**src/rtl/map_select_ctrl_if.sv**
```systemverilog
// CPU bus and MCU register-write signals shared between the cart logic and
// the mapper-selection controller. The master side drives, the slave samples.
interface map_select_ctrl_if;
   logic        m2;
   logic [15:0] cpu_addr;
   logic        cpu_rw;
   logic [15:0] wr_reg;
   logic [3:0]  wr_reg_addr;
   logic        wr_reg_changed;

   modport master (
      output m2, cpu_addr, cpu_rw, wr_reg, wr_reg_addr, wr_reg_changed
   );

   modport slave (
      input m2, cpu_addr, cpu_rw, wr_reg, wr_reg_addr, wr_reg_changed
   );
endinterface

```
**src/rtl/map_select_ctrl.sv**
```systemverilog
// Mapper-selection controller: synchronises M2 and the MCU write toggle,
// decodes configuration writes, switches between launcher and game mapper on
// interrupt-vector fetches, and runs the CPU-reset watchdog.
module map_select_ctrl #(
   parameter int  MAP_CNT      = 8,
   parameter int  ADDR_BITS    = 23,
   parameter int  RESET_CYCLES = 255,
   localparam int MAP_BITS     = $clog2(MAP_CNT)
) (
   input  logic                 clk,
   input  logic                 reset,
   map_select_ctrl_if.slave     bus,
   output logic [MAP_BITS-1:0]  select_o,
   output logic [MAP_BITS-1:0]  game_select_o,
   output logic [MAP_CNT-1:0]   mapper_reset_o,
   output logic [4:0]           map_args_o,
   output logic [ADDR_BITS-1:0] prg_mask_o,
   output logic [ADDR_BITS-1:0] chr_base_o,
   output logic [ADDR_BITS-1:0] chr_mask_o,
   output logic [3:0]           launcher_ctrl_o,
   output logic                 cpu_reset_o,
   output logic                 cfg_error_o,
   output logic [7:0]           switch_cnt_o
);

   localparam int                   IDLE_BITS   = $clog2(RESET_CYCLES + 1);
   localparam logic [IDLE_BITS-1:0] IDLE_MAX    = IDLE_BITS'(RESET_CYCLES);
   localparam logic [15:0]          VEC_RST     = 16'hFFFC;
   localparam logic [15:0]          VEC_NMI     = 16'hFFFA;
   localparam logic [15:0]          VEC_MENU    = 16'hFFFB;
   localparam logic [15:0]          VEC_RESTORE = 16'hFFEB;

   // launcher_ctrl bit positions
   localparam int LB_START   = 1;
   localparam int LB_RESTORE = 2;
   localparam int LB_MENU    = 3;

   // (1<<lg)-1, saturating to all ones once the shift leaves the address space
   function automatic logic [ADDR_BITS-1:0] lowMask(input logic [4:0] lg);
      logic [ADDR_BITS-1:0] m;
      if (32'(lg) >= 32'(ADDR_BITS)) m = '1;
      else                           m = (ADDR_BITS'(1) << lg) - ADDR_BITS'(1);
      return m;
   endfunction

   // 1<<lg, or zero once the bit would fall outside the address space
   function automatic logic [ADDR_BITS-1:0] bitAt(input logic [4:0] lg);
      logic [ADDR_BITS-1:0] b;
      if (32'(lg) >= 32'(ADDR_BITS)) b = '0;
      else                           b = ADDR_BITS'(1) << lg;
      return b;
   endfunction

   logic m2Meta_q, m2Sync_q, m2Prev_q;
   logic wrMeta_q, wrSync_q, wrPrev_q;
   logic [15:0] addr_q;
   logic        rw_q;

   logic [MAP_BITS-1:0]  select_q, select_d;
   logic [MAP_BITS-1:0]  game_q, game_d;
   logic [4:0]           args_q, args_d;
   logic [ADDR_BITS-1:0] prgMask_q, prgMask_d;
   logic [ADDR_BITS-1:0] chrBase_q, chrBase_d;
   logic [ADDR_BITS-1:0] chrMask_q, chrMask_d;
   logic [3:0]           launch_q, launch_d;
   logic                 cfgErr_q, cfgErr_d;
   logic [7:0]           switchCnt_q, switchCnt_d;
   logic [IDLE_BITS-1:0] idle_q, idle_d;
   logic                 cpuReset_q;

   logic       m2Fall, wrEvent, idBad;
   logic [4:0] wrId, wrPlog, wrArgs;
   logic       fallRst, fallNmi, fallMenu, fallRestore;
   logic       liveRst, liveNmi;

   assign m2Fall  = m2Prev_q & ~m2Sync_q;
   assign wrEvent = wrSync_q ^ wrPrev_q;
   assign wrId    = bus.wr_reg[4:0];
   assign wrPlog  = bus.wr_reg[9:5];
   assign wrArgs  = bus.wr_reg[14:10];
   assign idBad   = 32'(wrId) >= 32'(MAP_CNT);

   // Vector fetches as seen on the address captured while M2 was still high
   assign fallRst     = launch_q[LB_START]   & (addr_q == VEC_RST)     & rw_q;
   assign fallNmi     = launch_q[LB_MENU]    & (addr_q == VEC_NMI)     & rw_q;
   assign fallMenu    = launch_q[LB_MENU]    & (addr_q == VEC_MENU)    & rw_q;
   assign fallRestore = launch_q[LB_RESTORE] & (addr_q == VEC_RESTORE) & rw_q;

   // Live hijack terms so the vector fetch itself already sees the new mapper
   assign liveRst = launch_q[LB_START] & (bus.cpu_addr == VEC_RST) & bus.cpu_rw;
   assign liveNmi = launch_q[LB_MENU]  & (bus.cpu_addr == VEC_NMI) & bus.cpu_rw;

   // Synchronisers for M2 and the write toggle, plus the pre-fall address capture
   always_ff @(posedge clk or posedge reset) begin
      if (reset) begin
         m2Meta_q <= 1'b0;
         m2Sync_q <= 1'b0;
         m2Prev_q <= 1'b0;
         wrMeta_q <= 1'b0;
         wrSync_q <= 1'b0;
         wrPrev_q <= 1'b0;
         addr_q   <= '0;
         rw_q     <= 1'b0;
      end else begin
         m2Meta_q <= bus.m2;
         m2Sync_q <= m2Meta_q;
         m2Prev_q <= m2Sync_q;
         wrMeta_q <= bus.wr_reg_changed;
         wrSync_q <= wrMeta_q;
         wrPrev_q <= wrSync_q;
         if (m2Sync_q) begin
            addr_q <= bus.cpu_addr;
            rw_q   <= bus.cpu_rw;
         end
      end
   end

   // Next-state for configuration, mapper selection, switch counter and watchdog
   always_comb begin
      select_d    = select_q;
      game_d      = game_q;
      args_d      = args_q;
      prgMask_d   = prgMask_q;
      chrBase_d   = chrBase_q;
      chrMask_d   = chrMask_q;
      launch_d    = launch_q;
      cfgErr_d    = cfgErr_q;
      switchCnt_d = switchCnt_q;
      idle_d      = idle_q;

      if (m2Fall) begin
         if (fallNmi)     select_d = '0;
         if (fallRst)     select_d = game_q;
         if (fallRestore) select_d = game_q;
      end

      if (wrEvent) begin
         case (bus.wr_reg_addr)
            4'd0: begin
               if (!cpuReset_q) begin
                  if (idBad) begin
                     cfgErr_d = 1'b1;
                  end else begin
                     game_d    = wrId[MAP_BITS-1:0];
                     args_d    = wrArgs;
                     prgMask_d = lowMask(wrPlog);
                     chrBase_d = bitAt(wrPlog);
                  end
               end
            end
            4'd1: begin
               if (!cpuReset_q) launch_d = bus.wr_reg[3:0];
            end
            4'd2: begin
               chrMask_d = lowMask(bus.wr_reg[4:0]);
               if (bus.wr_reg[15]) cfgErr_d = 1'b0;
            end
            default: ;
         endcase
      end

      // Bits consumed by a vector fetch win over a same-cycle launcher write
      if (m2Fall) begin
         if (fallRst)     launch_d[LB_START]   = 1'b0;
         if (fallMenu)    launch_d[LB_MENU]    = 1'b0;
         if (fallRestore) launch_d[LB_RESTORE] = 1'b0;
      end

      if (cpuReset_q) begin
         select_d  = '0;
         game_d    = '0;
         args_d    = '0;
         prgMask_d = '0;
         chrBase_d = '0;
         chrMask_d = '0;
         launch_d  = '0;
      end

      if (m2Fall && (select_d != select_q)) switchCnt_d = switchCnt_q + 8'd1;

      if (m2Fall)                  idle_d = '0;
      else if (idle_q != IDLE_MAX) idle_d = idle_q + IDLE_BITS'(1);
   end

   // Configuration and watchdog state registers
   always_ff @(posedge clk or posedge reset) begin
      if (reset) begin
         select_q    <= '0;
         game_q      <= '0;
         args_q      <= '0;
         prgMask_q   <= '0;
         chrBase_q   <= '0;
         chrMask_q   <= '0;
         launch_q    <= '0;
         cfgErr_q    <= 1'b0;
         switchCnt_q <= '0;
         idle_q      <= '0;
         cpuReset_q  <= 1'b0;
      end else begin
         select_q    <= select_d;
         game_q      <= game_d;
         args_q      <= args_d;
         prgMask_q   <= prgMask_d;
         chrBase_q   <= chrBase_d;
         chrMask_q   <= chrMask_d;
         launch_q    <= launch_d;
         cfgErr_q    <= cfgErr_d;
         switchCnt_q <= switchCnt_d;
         idle_q      <= idle_d;
         cpuReset_q  <= (idle_q == IDLE_MAX);
      end
   end

   // Active mapper with the zero-latency hijack override, and per-slot resets
   always_comb begin
      if (liveRst)      select_o = game_q;
      else if (liveNmi) select_o = '0;
      else              select_o = select_q;
      mapper_reset_o = '0;
      for (int n = 0; n < MAP_CNT; n++) begin
         mapper_reset_o[n] = ((MAP_BITS'(n) != select_o) && (MAP_BITS'(n) != game_q)) || cpuReset_q;
      end
   end

   assign game_select_o   = game_q;
   assign map_args_o      = args_q;
   assign prg_mask_o      = prgMask_q;
   assign chr_base_o      = chrBase_q;
   assign chr_mask_o      = chrMask_q;
   assign launcher_ctrl_o = launch_q;
   assign cpu_reset_o     = cpuReset_q;
   assign cfg_error_o     = cfgErr_q;
   assign switch_cnt_o    = switchCnt_q;

endmodule

```
**src/flat_wrapper.sv**
```systemverilog
// flat-port wrapper written by rule: the top's interface ports become plain ports
module map_select_ctrl_flat 
#(
   parameter int  MAP_CNT      = 8,
   parameter int  ADDR_BITS    = 23,
   parameter int  RESET_CYCLES = 255,
   localparam int MAP_BITS     = $clog2(MAP_CNT)
)
  (clk, reset, select_o, game_select_o, mapper_reset_o, map_args_o, prg_mask_o, chr_base_o, chr_mask_o, launcher_ctrl_o, cpu_reset_o, cfg_error_o, switch_cnt_o, bus_m2, bus_cpu_addr, bus_cpu_rw, bus_wr_reg, bus_wr_reg_addr, bus_wr_reg_changed);
  map_select_ctrl_if bus_i ();
  input  logic clk;
  input  logic reset;
  output logic [MAP_BITS-1:0] select_o;
  output logic [MAP_BITS-1:0] game_select_o;
  output logic [MAP_CNT-1:0] mapper_reset_o;
  output logic [4:0] map_args_o;
  output logic [ADDR_BITS-1:0] prg_mask_o;
  output logic [ADDR_BITS-1:0] chr_base_o;
  output logic [ADDR_BITS-1:0] chr_mask_o;
  output logic [3:0] launcher_ctrl_o;
  output logic cpu_reset_o;
  output logic cfg_error_o;
  output logic [7:0] switch_cnt_o;
  input wire logic [$bits(bus_i.m2)-1:0] bus_m2;
  input wire logic [$bits(bus_i.cpu_addr)-1:0] bus_cpu_addr;
  input wire logic [$bits(bus_i.cpu_rw)-1:0] bus_cpu_rw;
  input wire logic [$bits(bus_i.wr_reg)-1:0] bus_wr_reg;
  input wire logic [$bits(bus_i.wr_reg_addr)-1:0] bus_wr_reg_addr;
  input wire logic [$bits(bus_i.wr_reg_changed)-1:0] bus_wr_reg_changed;
  assign bus_i.m2 = bus_m2;
  assign bus_i.cpu_addr = bus_cpu_addr;
  assign bus_i.cpu_rw = bus_cpu_rw;
  assign bus_i.wr_reg = bus_wr_reg;
  assign bus_i.wr_reg_addr = bus_wr_reg_addr;
  assign bus_i.wr_reg_changed = bus_wr_reg_changed;
  map_select_ctrl #(.MAP_CNT(MAP_CNT), .ADDR_BITS(ADDR_BITS), .RESET_CYCLES(RESET_CYCLES)) u_core (.clk(clk), .reset(reset), .bus(bus_i), .select_o(select_o), .game_select_o(game_select_o), .mapper_reset_o(mapper_reset_o), .map_args_o(map_args_o), .prg_mask_o(prg_mask_o), .chr_base_o(chr_base_o), .chr_mask_o(chr_mask_o), .launcher_ctrl_o(launcher_ctrl_o), .cpu_reset_o(cpu_reset_o), .cfg_error_o(cfg_error_o), .switch_cnt_o(switch_cnt_o));
endmodule
```
**config.mk**
```make
export PLATFORM = sky130hd
export DESIGN_NAME = map_select_ctrl_flat
export DESIGN_NICKNAME = d
export VERILOG_FILES = /design/src/rtl/map_select_ctrl_if.sv /design/src/rtl/map_select_ctrl.sv /design/src/flat_wrapper.sv
export SDC_FILE = /design/constraint.sdc
export NUM_CORES = 1
export LEC_CHECK = 0
export ABC_AREA = 1
export BUFFER_PORTS_ARGS = -buffer_cell sky130_fd_sc_hd__buf_2
export CORE_MARGIN = 1.5
export CORE_UTILIZATION = 33
export DETAILED_ROUTE_END_ITERATION = 7
export HOLD_SLACK_MARGIN = 0.15
export PLACE_DENSITY = 0.54
export SYNTH_ARGS = -nofsm -noshare
export SYNTH_HDL_FRONTEND = slang
export SYNTH_SLANG_ARGS = --single-unit
```
**constraint.sdc**
```tcl
create_clock -name clk -period 13 [get_ports clk]
set_input_delay 2.6 -clock clk [delete_from_list [all_inputs] [get_ports clk]]
set_output_delay 2.6 -clock clk [all_outputs]
set_load 0.005 [all_outputs]
```
# Word-level counts from Yosys, hierarchy flattened
# Cells that the tools add are included.
# W data, S select, Z words.
op_classes:
  add_sub_neg: 4
  multipliers: 0
  div: 0
  magnitude_cmp: 3
  n_eq_ne: 29
  n_shift: 2
  muxes: 42
  n_bitwise: 15
  reduce_logical: 30
ops:
  columns: ["cell", "n"]
  rows:
  - ["$mux W23", 14]
  - ["$eq A16 B16 Y1 const B", 6]
  - ["$shl A1 B5 Y23 const A", 2]
  - ["$sub A23 B2 Y23 const B", 2]
  - ["$mux W3", 12]
  - ["$ne A3 B3 Y1 const A", 8]
  - ["$mux W5", 4]
  - ["$add A8 B1 Y8 const B", 2]
  - ["$mux W8", 2]
  - ["$and A1 B1 Y1", 13]
  - ["$mux W4", 3]
  - ["$ne A2 B3 Y1 const A", 4]
  - ["$reduce_bool A2 Y1", 6]
  - ["$ge A5 B5 Y1 const B", 2]
  - ["$logic_and A1 B1 Y1", 9]
  - ["$eq A8 B8 Y1 const B", 1]
  - ["$logic_or A1 B1 Y1", 8]
  - ["$ne A8 B8 Y1 const B", 1]
  - ["$mux W1", 6]
  - ["$ne A1 B3 Y1 const A", 2]
  - ["$reduce_bool A3 Y1", 2]
  - ["$ge A5 B4 Y1 const B", 1]
  - ["$reduce_and A5 Y1", 1]
  - ["$eq A4 B1 Y1 const B", 1]
  - ["other kinds (10)", 13]
word_totals:
  register_bits: 125
  latchBits: 0
  ramBits: 0
  romBits: 0
  input_bits: 41
  out_inout_bits: 102
  memories: 0

# Depth between registers and ports, before layout
# Gate-level depths: netlist (run 1).
depth:
  word_depth: 10
  mapped_depth: 17
  mapped_depth_nobuf: 17

# Worst setup path before layout (run 1)
# OpenSTA, ideal clock, no wires.
synth_timing:
  kind: "input to output"
  startpoint: "in bus_cpu_addr[9]"
  endpoint: "out mapper_reset_o[6]"
  t_arrival_ns: 3.726
  setup_slack_ns: 6.674
  cell_stages: 9
  cell_sequence: "nand2_1 -> nor3_1 -> inv_2 -> nor4_2 -> nand2_1 -> nand2_1 -> inv_1 -> nor3_1 -> o21ai_1"
synth_via:
  elab_chain_cells: 8
  elab_cells_between_ends: 11
  classes_between: "3 x eq/ne; 2 x mux; 4 x bitwise; 2 x reduce/logical"
synth_rtl:
  columns: ["item", "line", "rtl"]
  rows:
  - ["from (decl)", "flat_wrapper.sv:25", "input wire logic [$bits(bus_i.cpu_addr)-1:0] bus_cpu_addr;"]
  - ["$eq A16 B16 Y1", "map_select_ctrl.sv:91", "assign liveNmi = launch_q[LB_MENU] & (bus.cpu_addr == VEC_NMI) & bus.cpu_rw;"]
  - ["$and A1 B1 Y1 (2 in series)", "map_select_ctrl.sv:91", null]
  - ["$mux W3", "map_select_ctrl.sv:217", "else if (liveNmi) select_o = '0;"]
  - ["$mux W3 *", "map_select_ctrl.sv:216", "if (liveRst) select_o = game_q;"]
  - ["via select_o[1]", "flat_wrapper.sv:13", "output logic [MAP_BITS-1:0] select_o;"]
  - ["$ne A3 B3 Y1 *", "map_select_ctrl.sv:221", "mapper_reset_o[n] = ((MAP_BITS'(n) != select_o) && (MAP_BITS'(n) != game_q)) || cpuReset_q;"]
  - ["$logic_and A1 B1 Y1 *", "map_select_ctrl.sv:221", null]
  - ["$logic_or A1 B1 Y1 *", "map_select_ctrl.sv:221", null]
  - ["to (decl)", "flat_wrapper.sv:15", "output logic [MAP_CNT-1:0] mapper_reset_o;"]
# Mark *: on every way through the listed nets, which the timed path passes. The rest lies on a longest branch.

# Final worst setup path (run 1)
layout_timing:
  startpoint: "in bus_cpu_addr[15]"
  endpoint: "out mapper_reset_o[7]"
layout_via:
  elab_chain_cells: 8
  elab_cells_between_ends: 11
  classes_between: "3 x eq/ne; 2 x mux; 4 x bitwise; 2 x reduce/logical"
layout_rtl:
  columns: ["item", "line"]
  rows:
  - ["$eq A16 B16 Y1", "map_select_ctrl.sv:91"]
  - ["$and A1 B1 Y1 (2 in series)", "map_select_ctrl.sv:91"]
  - ["$mux W3", "map_select_ctrl.sv:217"]
  - ["$mux W3 *", "map_select_ctrl.sv:216"]
  - ["$ne A3 B3 Y1 *", "map_select_ctrl.sv:221"]
  - ["$logic_and A1 B1 Y1 *", "map_select_ctrl.sv:221"]
  - ["$logic_or A1 B1 Y1 *", "map_select_ctrl.sv:221"]
# Every way passes the cells marked *; elsewhere a longest branch is shown, timed or not.

==> results of run 1 <==
cells by family after synthesis:
group / share of synthesized area
simple gates: 0.233
xor+xnor: 0.0145
fa+ha+maj: 0.00620
mux: 0.0223
flops: 0.517
buf+inv: 0.0688
compound gates: 0.139
state kept, by name, indices dropped and copies added, names as in the netlist, 3 cells and up:
register,flops
u_core.select_q,3
u_core.switch_cnt_o,8
u_core.addr_q,16
u_core.idle_q,8
u_core.map_args_o,5
u_core.chr_mask_o,23
u_core.chr_base_o,23
u_core.launcher_ctrl_o,4
u_core.game_select_o,3
u_core.prg_mask_o,23
metal layers:
metal	wire length (um)	track usage	vias up	part of all wire
li1	-	-	2612	-
met1	8320	0.258	2495	0.50
met2	7230	0.261	134	0.43
met3	977	0.0537	18	0.058
met4	221	0.0521	0	0.013
met5	0	0	-	0
critical path: stages:
cell     delay (ps)
buf_2           110
nand4_1         100
nor3_1          370
inv_2            90
nor4_2          260
nand2_1          90
nand2_1         210
inv_1           130
o32ai_1         150
nand2_1          90
buf_2           140
per-stage QoR:
| step | std cells | area, sq um | hold WS (ps) |
|---|---|---|---|
| floorplan | 692 | 6050 | 331 |
| global route | 1078 | 7590 | 354 |
| CTS | 1078 | 7590 | 349 |
| global placement | 1046 | 6990 | 334 |
| finish | 1078 | 7590 | 348 |
| detailed placement | 1046 | 6990 | 336 |
how the worst max path moves through the flow:
| stage | from | end | cells past startpoint |
|---|---|---|---|
| 5_1_grt | bus_cpu_addr[15] | mapper_reset_o[4] | 11 |
| 2_1_floorplan | bus_cpu_addr[9] | mapper_reset_o[6] | 9 |
| 3_3_place_gp | bus_cpu_addr[15] | mapper_reset_o[5] | 11 |
| 6_report | bus_cpu_addr[15] | mapper_reset_o[7] | 11 |
| 4_1_cts | bus_cpu_addr[15] | mapper_reset_o[5] | 11 |
| 3_5_place_dp | bus_cpu_addr[15] | mapper_reset_o[5] | 11 |
synthesized netlist by cell type, drive strengths merged:
cell type	count	area, sq um
a211oi	2	15.0
a21oi	13	68.8
a22o	15	131
a311oi	1	8.76
a31oi	4	25.0
a32o	14	140
buf	12	63.8
clkbuf	8	30.0
dfrtp	125	3130
ha	3	37.5
inv	86	323
mux2	12	135
nand2	160	648
nand3	32	178
nand3b	1	7.51
nand4	10	62.6
nor2	73	323
nor3	29	155
nor4	2	18.8
nor4b	1	8.76
o2111ai	1	8.76
o211ai	8	65.1
o21ai	58	290
o221ai	1	8.76
o22ai	3	18.8
o311ai	2	17.5
o31ai	1	7.51
o32ai	2	17.5
o41ai	2	17.5
or3	1	6.26
xnor2	5	43.8
xor2	5	43.8
area by class of cell:
type                    count  area, sq um  area share
clock buffers              18          439      0.0579
clock inverters            14          159      0.0209
inverters                  86          325      0.0429
multi-input cells         461         2520       0.332
flip-flops and latches    125         3130       0.412
well taps                 229          287      0.0378
repair buffers            145          733      0.0966
report_power, final:
group	internal, mW	switching [mW]
Combinational	0.0772	0.0912
Sequential	0.441	0.0376
Clock	0.290	0.189
Total	0.809	0.318
==> results.toml, run 1 <==
[synth]
yosysUniqueCellTypes = 47
avgSynthCellArea_sq_um = 8.75
syn_inst = 692
ys_seq_area_frac = 0.517
ys_warn_count = 0
syn_nets = 736
netlist_area_sq_um = 6050
synth-seq-cells = 125

[global_route]
grt_max_degree = 75
grt_pass1_wl_um = 27200
antenna_found_initial = 0
grt.overflow.total = 0
grt_pass1_vias = 5108
grt_use_total = 0.180

[setup_path]
worstPathArrival_ps = 4330
cp.required_ps = 10400
cp-end-kind = "primary output"
worst-setup-path-type = "in2out"
critPathMaxFanout = 6
rr_worst_depth = 6
worstSetupStartpointType = "input pin"
rrSetupSlack_ps = 10430
r2r-end = "u_core.chr_base_o[22]$_DFFE_PP0P_"
reg2reg_from = "u_core.wrSync_q$_DFF_PP0_"

[power]
vdd.ir_drop.worst_uv = 87.2
p_leak_nw = 3.86
powerDensity_nw_per_um2 = 149
power_mw = 1.13

[placed_design]
place_congestion = 0.853
io_buffers = 142
pre_cts_ws_ps = 6110
dp_hpwl_um = 12100

[finish]
layout_commonest_cell = "nand2_1"
areaGrowthSynthToFinish_pct = 25.3
final_cell_mix = "nand2_1 (147), buf_2 (142), dfrtp_1 (125)"
final_core_util = 0.422
insertedDiodeCount = 0
fill_cells = 1806
drive_gt1_frac = 0.282
nets = 880

[timing]
rsz0062_at_grt = "false"
period_minus_slack_ps = 6930
relSlewSlack = 0.371
setup_tns_ps = 0
hold_violations = 0
clock_skew_ps = 13.0
setup_viol = 0
setup_ws_ps = 6070
slew_violations = 0
fin_crit_sh = 0.533
max_freq_mhz = 144
worst_pin_slew_ps = 943

[die]
dieArea_sq_um = 19200
core.rowCount = 49
die_x_um = 138
fp.coreArea_sq_um = 18000
initial_utilization = 0.337
die_y_um = 138
ios = 143

[worst_hold_path]
hold_depth = 0
min_to = "u_core.wrSync_q$_DFF_PP0_"
hp-class = "reg2reg"
hp-start = "u_core.wrMeta_q$_DFF_PP0_"

[clock_tree]
worstSkewPairLatency_ps = 420
cts_hold_buffers = 0
numCtsBuffers = 17
cts_root_buffer = "clkbuf_16"
cts_htree_levels = 4
cts.repair.resized = 0
cts_sinks = 125
clk_path_buf_depth = 2
post_cts_buffers = 0
clk_pin_slew_ps = 60
cts_tree = "built"

[outcome]
status = "completed"

[route]
viasPerCell = 4.88
wire_per_inst_um = 15.5
drtPass1Iterations = 5
vias = 5259
initialDrtViolationCount = 320
drc = 0
final_antenna_net_count = 0
wirelength_um = 16800

[run]
maxCapViolCount = 0
Note: power is estimated with default switching activity, not from simulation.
==> run 2: changes to the inputs <==
--- a/config.mk
+++ b/config.mk
@@ -5,13 +5,13 @@
 export SDC_FILE = /design/constraint.sdc
 export NUM_CORES = 1
 export LEC_CHECK = 0
-export ABC_AREA = 1
+export ABC_AREA = 0
 export BUFFER_PORTS_ARGS = -buffer_cell sky130_fd_sc_hd__buf_2
 export CORE_MARGIN = 1.5
 export CORE_UTILIZATION = 33
 export DETAILED_ROUTE_END_ITERATION = 7
 export HOLD_SLACK_MARGIN = 0.15
-export PLACE_DENSITY = 0.54
+export PLACE_DENSITY = 0.56
 export SYNTH_ARGS = -nofsm -noshare
 export SYNTH_HDL_FRONTEND = slang
 export SYNTH_SLANG_ARGS = --single-unit
==> constraint.sdc (replaced) <==
create_clock -name clk -period 6.2 [get_ports clk]
set_input_delay 1.24 -clock clk [delete_from_list [all_inputs] [get_ports clk]]
set_output_delay 1.24 -clock clk [all_outputs]
set_load 0.005 [all_outputs]
==> results.toml, run 2 <==
[power]
powerDensity_nw_per_um2 = 317
vdd.ir_drop.worst_uv = 189
p_leak_nw = 3.50

[synth]
yosysTopAreaCellShare = 0.512
ys_warn_count = 0
yosysMostFrequentCell = "dfrtp_1"
synth_area_leaders = "dfrtp_1 (51%), a21oi_1 (5.0%), nor2_1 (5.0%)"
syn_nets = 697
ys_seq_area_frac = 0.512
netlist_area_sq_um = 6110
syn_inst = 653
synth_common_cells = "dfrtp_1 (125), nor2_1 (81), a21oi_1 (61)"
yosysUniqueCellTypes = 65
synth-seq-cells = 125
ys.flop_type = "dfrtp_1"
avgSynthCellArea_sq_um = 9.35
synth_top_area_cell = "dfrtp_1"
synth_edf_count = 0
async_flop_share = 1.00

[timing]
fin_crit_sh = 0.784
period_minus_slack_ps = 4860
slew_violations = 0
relSlewSlack = 0.276
hold_violations = 0
worst_pin_slew_ps = 1080
setup_tns_ps = 0
max_freq_mhz = 206
rsz0062_at_grt = "false"
clock_skew_ps = 7.75
setup_viol = 0

[clock_tree]
cts_root_buffer = "clkbuf_16"
numCtsBuffers = 17
clk_pin_slew_ps = 60
post_cts_buffers = 0
worstSkewPairLatency_ps = 420
cts_htree_levels = 4
cts_sinks = 125
cts_tree = "built"
clk_path_buf_depth = 2
cts_hold_buffers = 0
cts.repair.resized = 0

[setup_path]
worstSetupStartpointType = "input pin"
critPathMaxFanout = 4
cp.required_ps = 4960
worst-setup-path-type = "in2out"
cp-end-kind = "primary output"
rrSetupSlack_ps = 3480
worstPathArrival_ps = 3620

[placed_design]
post-place-cells = 980
place_congestion = 0.828
dp_hpwl_um = 11100
io_buffers = 142

[global_route]
grt.overflow.total = 0
antenna_found_initial = 2
grt_max_degree = 90
grt_pass1_vias = 5084
grt_pass1_wl_um = 27400
grt_use_total = 0.176

[route]
vias = 5290
initialDrtViolationCount = 304
wirelength_um = 16600
wire_per_inst_um = 16.4
drc = 0
viasPerCell = 5.23
drtPass1Iterations = 4
final_antenna_net_count = 0

[die]
initial_utilization = 0.339
fp.coreArea_sq_um = 18000
die_y_um = 139
dieArea_sq_um = 19300
core.rowCount = 49
die_x_um = 139
ios = 143

[finish]
final_cell_mix = "buf_2 (142), dfrtp_1 (124), nor2_1 (81)"
areaGrowthSynthToFinish_pct = 24.5
multi_input_area_sq_um = 2740
nets = 814
drive_gt1_frac = 0.277
fin_cells = 1012
insertedDiodeCount = 0
final_core_util = 0.422
layout_commonest_cell = "buf_2"
fill_cells = 1812
regArea_sq_um = 3130

[outcome]
status = "completed"

[run]
maxCapViolCount = 0

[worst_hold_path]
hp-class = "reg2reg"
[run 2: cell types whose count changed after synthesis, moves of 18 or more]
| cell | before | now |
|---|---|---|
| a21oi_1 | 12 | 61 |
| clkbuf_1 | 8 | 43 |
| inv_1 | 68 | 11 |
| inv_2 | 18 | 0 |
| nand2_1 | 147 | 54 |
| nor2_1 | 63 | 81 |
| o21ai_1 | 21 | 0 |
[run 2: cell type report]
type                            instances  share of cell area
Inverter                               12             0.00626
Clock buffer                           22              0.0637
Timing Repair Buffer                  148              0.0994
Sequential cell                       125               0.412
Clock inverter                         10              0.0211
Multi-Input combinational cell        466               0.360
Tap cell                              229              0.0377
[run 2: stage by stage]
step	hold slack (ps)	setup WS (ps)	total power, mW	instance area (sq um)
after floorplan	331	1630	1.19	6110
after global placement	334	1440	1.35	6960
after detailed placement	335	1370	1.35	6960
after CTS	354	1370	2.45	7600
after global routing	359	1080	2.53	7600
final	352	1340	2.41	7600
[run 2: kinds of logic after synthesis]
| group | synth area share |
|---|---|
| AOI/OAI and AO/OA | 0.170 |
| adders and majority gates | 0.00615 |
| buffers and inverters | 0.0402 |
| muxes | 0.0418 |
| and+or+nand+nor | 0.214 |
| DFF | 0.512 |
| xor gates and xnor gates | 0.0158 |
[run 2: metal layers]
layer / wire, um / global-route usage
met1: 7740 / 0.238
met2: 7530 / 0.266
met3: 1070 / 0.0573
met4: 283 / 0.0620
met5: 7 / 0
[run 2: final timing paths]
check | start | endpoint | depth (start not counted)
min in group asynchronous | reset | u_core.chr_base_o[21]$_DFFE_PP0P_ | 2
worst max-delay path | bus_cpu_addr[0] | mapper_reset_o[3] | 9
worst min register to register | u_core.m2Meta_q$_DFF_PP0_ | u_core.m2Sync_q$_DFF_PP0_ | 0
max in group asynchronous | reset | u_core.cpu_reset_o$_DFF_PP0_ | 3
worst min-delay path | u_core.m2Meta_q$_DFF_PP0_ | u_core.m2Sync_q$_DFF_PP0_ | 0
worst max register to register | u_core.m2Sync_q$_DFF_PP0_ | u_core.switch_cnt_o[1]$_DFFE_PP0P_ | 6
[run 2: power breakdown]
part           total [mW]  switching [mW]  internal [mW]
Sequential           1.00          0.0779          0.925
Combinational       0.330           0.174          0.156
Clock                1.08           0.364          0.715
Total                2.41           0.615           1.80
[run 2: worst max-delay path, cell delays in order]
cell	delay, ps
buf_2	100
nand4b_1	160
nor4_1	910
nand2_1	240
a2bb2oi_1	380
inv_1	110
and2_1	180
a32oi_1	150
buf_2	140
==> run 3: changes to the inputs <==
--- a/config.mk
+++ b/config.mk
@@ -11,7 +11,7 @@
 export CORE_UTILIZATION = 33
 export DETAILED_ROUTE_END_ITERATION = 7
 export HOLD_SLACK_MARGIN = 0.15
-export PLACE_DENSITY = 0.56
+export PLACE_DENSITY = 0.54
 export SYNTH_ARGS = -nofsm -noshare
 export SYNTH_HDL_FRONTEND = slang
 export SYNTH_SLANG_ARGS = --single-unit
==> constraint.sdc (replaced) <==
create_clock -name clk -period 4.8 [get_ports clk]
set_input_delay 0.96 -clock clk [delete_from_list [all_inputs] [get_ports clk]]
set_output_delay 0.96 -clock clk [all_outputs]
set_load 0.005 [all_outputs]
==> results.toml, run 3 (synthesized netlist as in run 2, its figures left out) <==
[setup_path]
cp.required_ps = 3840
critPathMaxFanout = 4
worst-setup-path-type = "in2out"
worstSetupStartpointType = "input pin"
cp-end-kind = "primary output"
worstPathArrival_ps = 2930
rrSetupSlack_ps = 2150

[timing]
setup_viol = 0
fin_crit_sh = 0.810
period_minus_slack_ps = 3890
max_freq_mhz = 257
clock_skew_ps = 9.24
setup_tns_ps = 0
worst_pin_slew_ps = 921
rsz0062_at_grt = "false"
hold_ws_ps = 357
slew_violations = 0
hold_violations = 0
relSlewSlack = 0.386

[global_route]
antenna_found_initial = 1
grt_use_total = 0.177
grt_max_degree = 90
grt_pass1_vias = 5311
grt_pass1_wl_um = 27800
grt.overflow.total = 0

[finish]
final_core_util = 0.419
nets = 814
fin_cells = 1013
fill_cells = 1846
drive_gt1_frac = 0.277
areaGrowthSynthToFinish_pct = 23.6
layout_commonest_cell = "buf_2"
final_cell_mix = "buf_2 (142), dfrtp_1 (124), nor2_1 (81)"

[die]
die_y_um = 139
fp.coreArea_sq_um = 18000
dieArea_sq_um = 19300
ios = 143
initial_utilization = 0.339
die_x_um = 139
core.rowCount = 49

[clock_tree]
cts_root_buffer = "clkbuf_16"
cts_htree_levels = 4
post_cts_buffers = 0
cts_tree = "built"
numCtsBuffers = 17
cts_sinks = 125
clk_path_buf_depth = 2
worstSkewPairLatency_ps = 410
clk_pin_slew_ps = 50
cts.repair.resized = 0
cts_hold_buffers = 0

[route]
vias = 5360
viasPerCell = 5.29
wirelength_um = 16800
drtPass1Iterations = 5
wire_per_inst_um = 16.6
final_antenna_net_count = 0
initialDrtViolationCount = 364
drc = 0

[run]
maxCapViolCount = 0

[placed_design]
place_congestion = 0.825
dp_hpwl_um = 11600
post-place-cells = 980
io_buffers = 142

[power]
powerDensity_nw_per_um2 = 395
vdd.ir_drop.worst_uv = 283
p_leak_nw = 3.47

[outcome]
status = "completed"

[worst_hold_path]
hp-class = "reg2reg"
## run 3: cell count changes in the layout (fill, tap and decap cells not counted)
cell        change
clkinv_2        +1
inv_6           +1
buf_12          +1
clkinvlp_4      +2
clkbuf_8        -4
clkinv_4        +2
buf_4           -1
diode_2         +1
bufinv_16       -2
## run 3: through the flow
step / worst slack, ps / total power [mW] / cell area [sq um]
final: 911 / 2.98 / 7550
after floorplan: 512 / 1.53 / 6110
after CTS: 910 / 3.02 / 7540
after detailed placement: 912 / 1.76 / 6970
after global routing: 793 / 3.14 / 7540
after global placement: 1110 / 1.74 / 6970
## run 3: path summary, 6_finish.rpt
path / startpoint / end / cells past startpoint
min reg2reg: u_core.wrMeta_q$_DFF_PP0_ / u_core.wrSync_q$_DFF_PP0_ / 0
max reg2reg: u_core.m2Sync_q$_DFF_PP0_ / u_core.switch_cnt_o[1]$_DFFE_PP0P_ / 6
max in group asynchronous: reset / u_core.prg_mask_o[21]$_DFFE_PP0P_ / 3
min in group asynchronous: reset / u_core.m2Meta_q$_DFF_PP0_ / 2
min: u_core.wrMeta_q$_DFF_PP0_ / u_core.wrSync_q$_DFF_PP0_ / 0
max: bus_cpu_addr[0] / mapper_reset_o[3] / 10
## run 3: per-layer routing
metal / vias up / share of wire / global-route usage
li1: 2575 / - / -
met1: 2615 / 0.45 / 0.241
met2: 161 / 0.47 / 0.277
met3: 9 / 0.075 / 0.0584
met4: 0 / 0.0066 / 0.0345
met5: - / 0 / 0
## run 3: critical path: stages
cell and delay (ps):
buf_2 100, nand4b_1 160, nor4_1 400, buf_4 220, nand2_1 100, a2bb2oi_1 330
inv_1 120, and2_1 200, a32oi_1 190, buf_2 160
## run 3: power by group
group	switching [mW]	total [mW]	internal, mW
logic	0.227	0.430	0.203
clock network	0.490	1.25	0.764
registers	0.102	1.30	1.19
## run 3: cell type report
cell class                      instances  area [sq um]  share of cell area
Antenna cell                            1          2.50            0.000332
Clock buffer                           18           429              0.0569
Clock inverter                         14           146              0.0194
Inverter                               12          47.5             0.00630
Multi-Input combinational cell        466          2740               0.363
Sequential cell                       125          3130               0.415
Tap cell                              229           287              0.0380
Timing Repair Buffer                  148           768               0.102
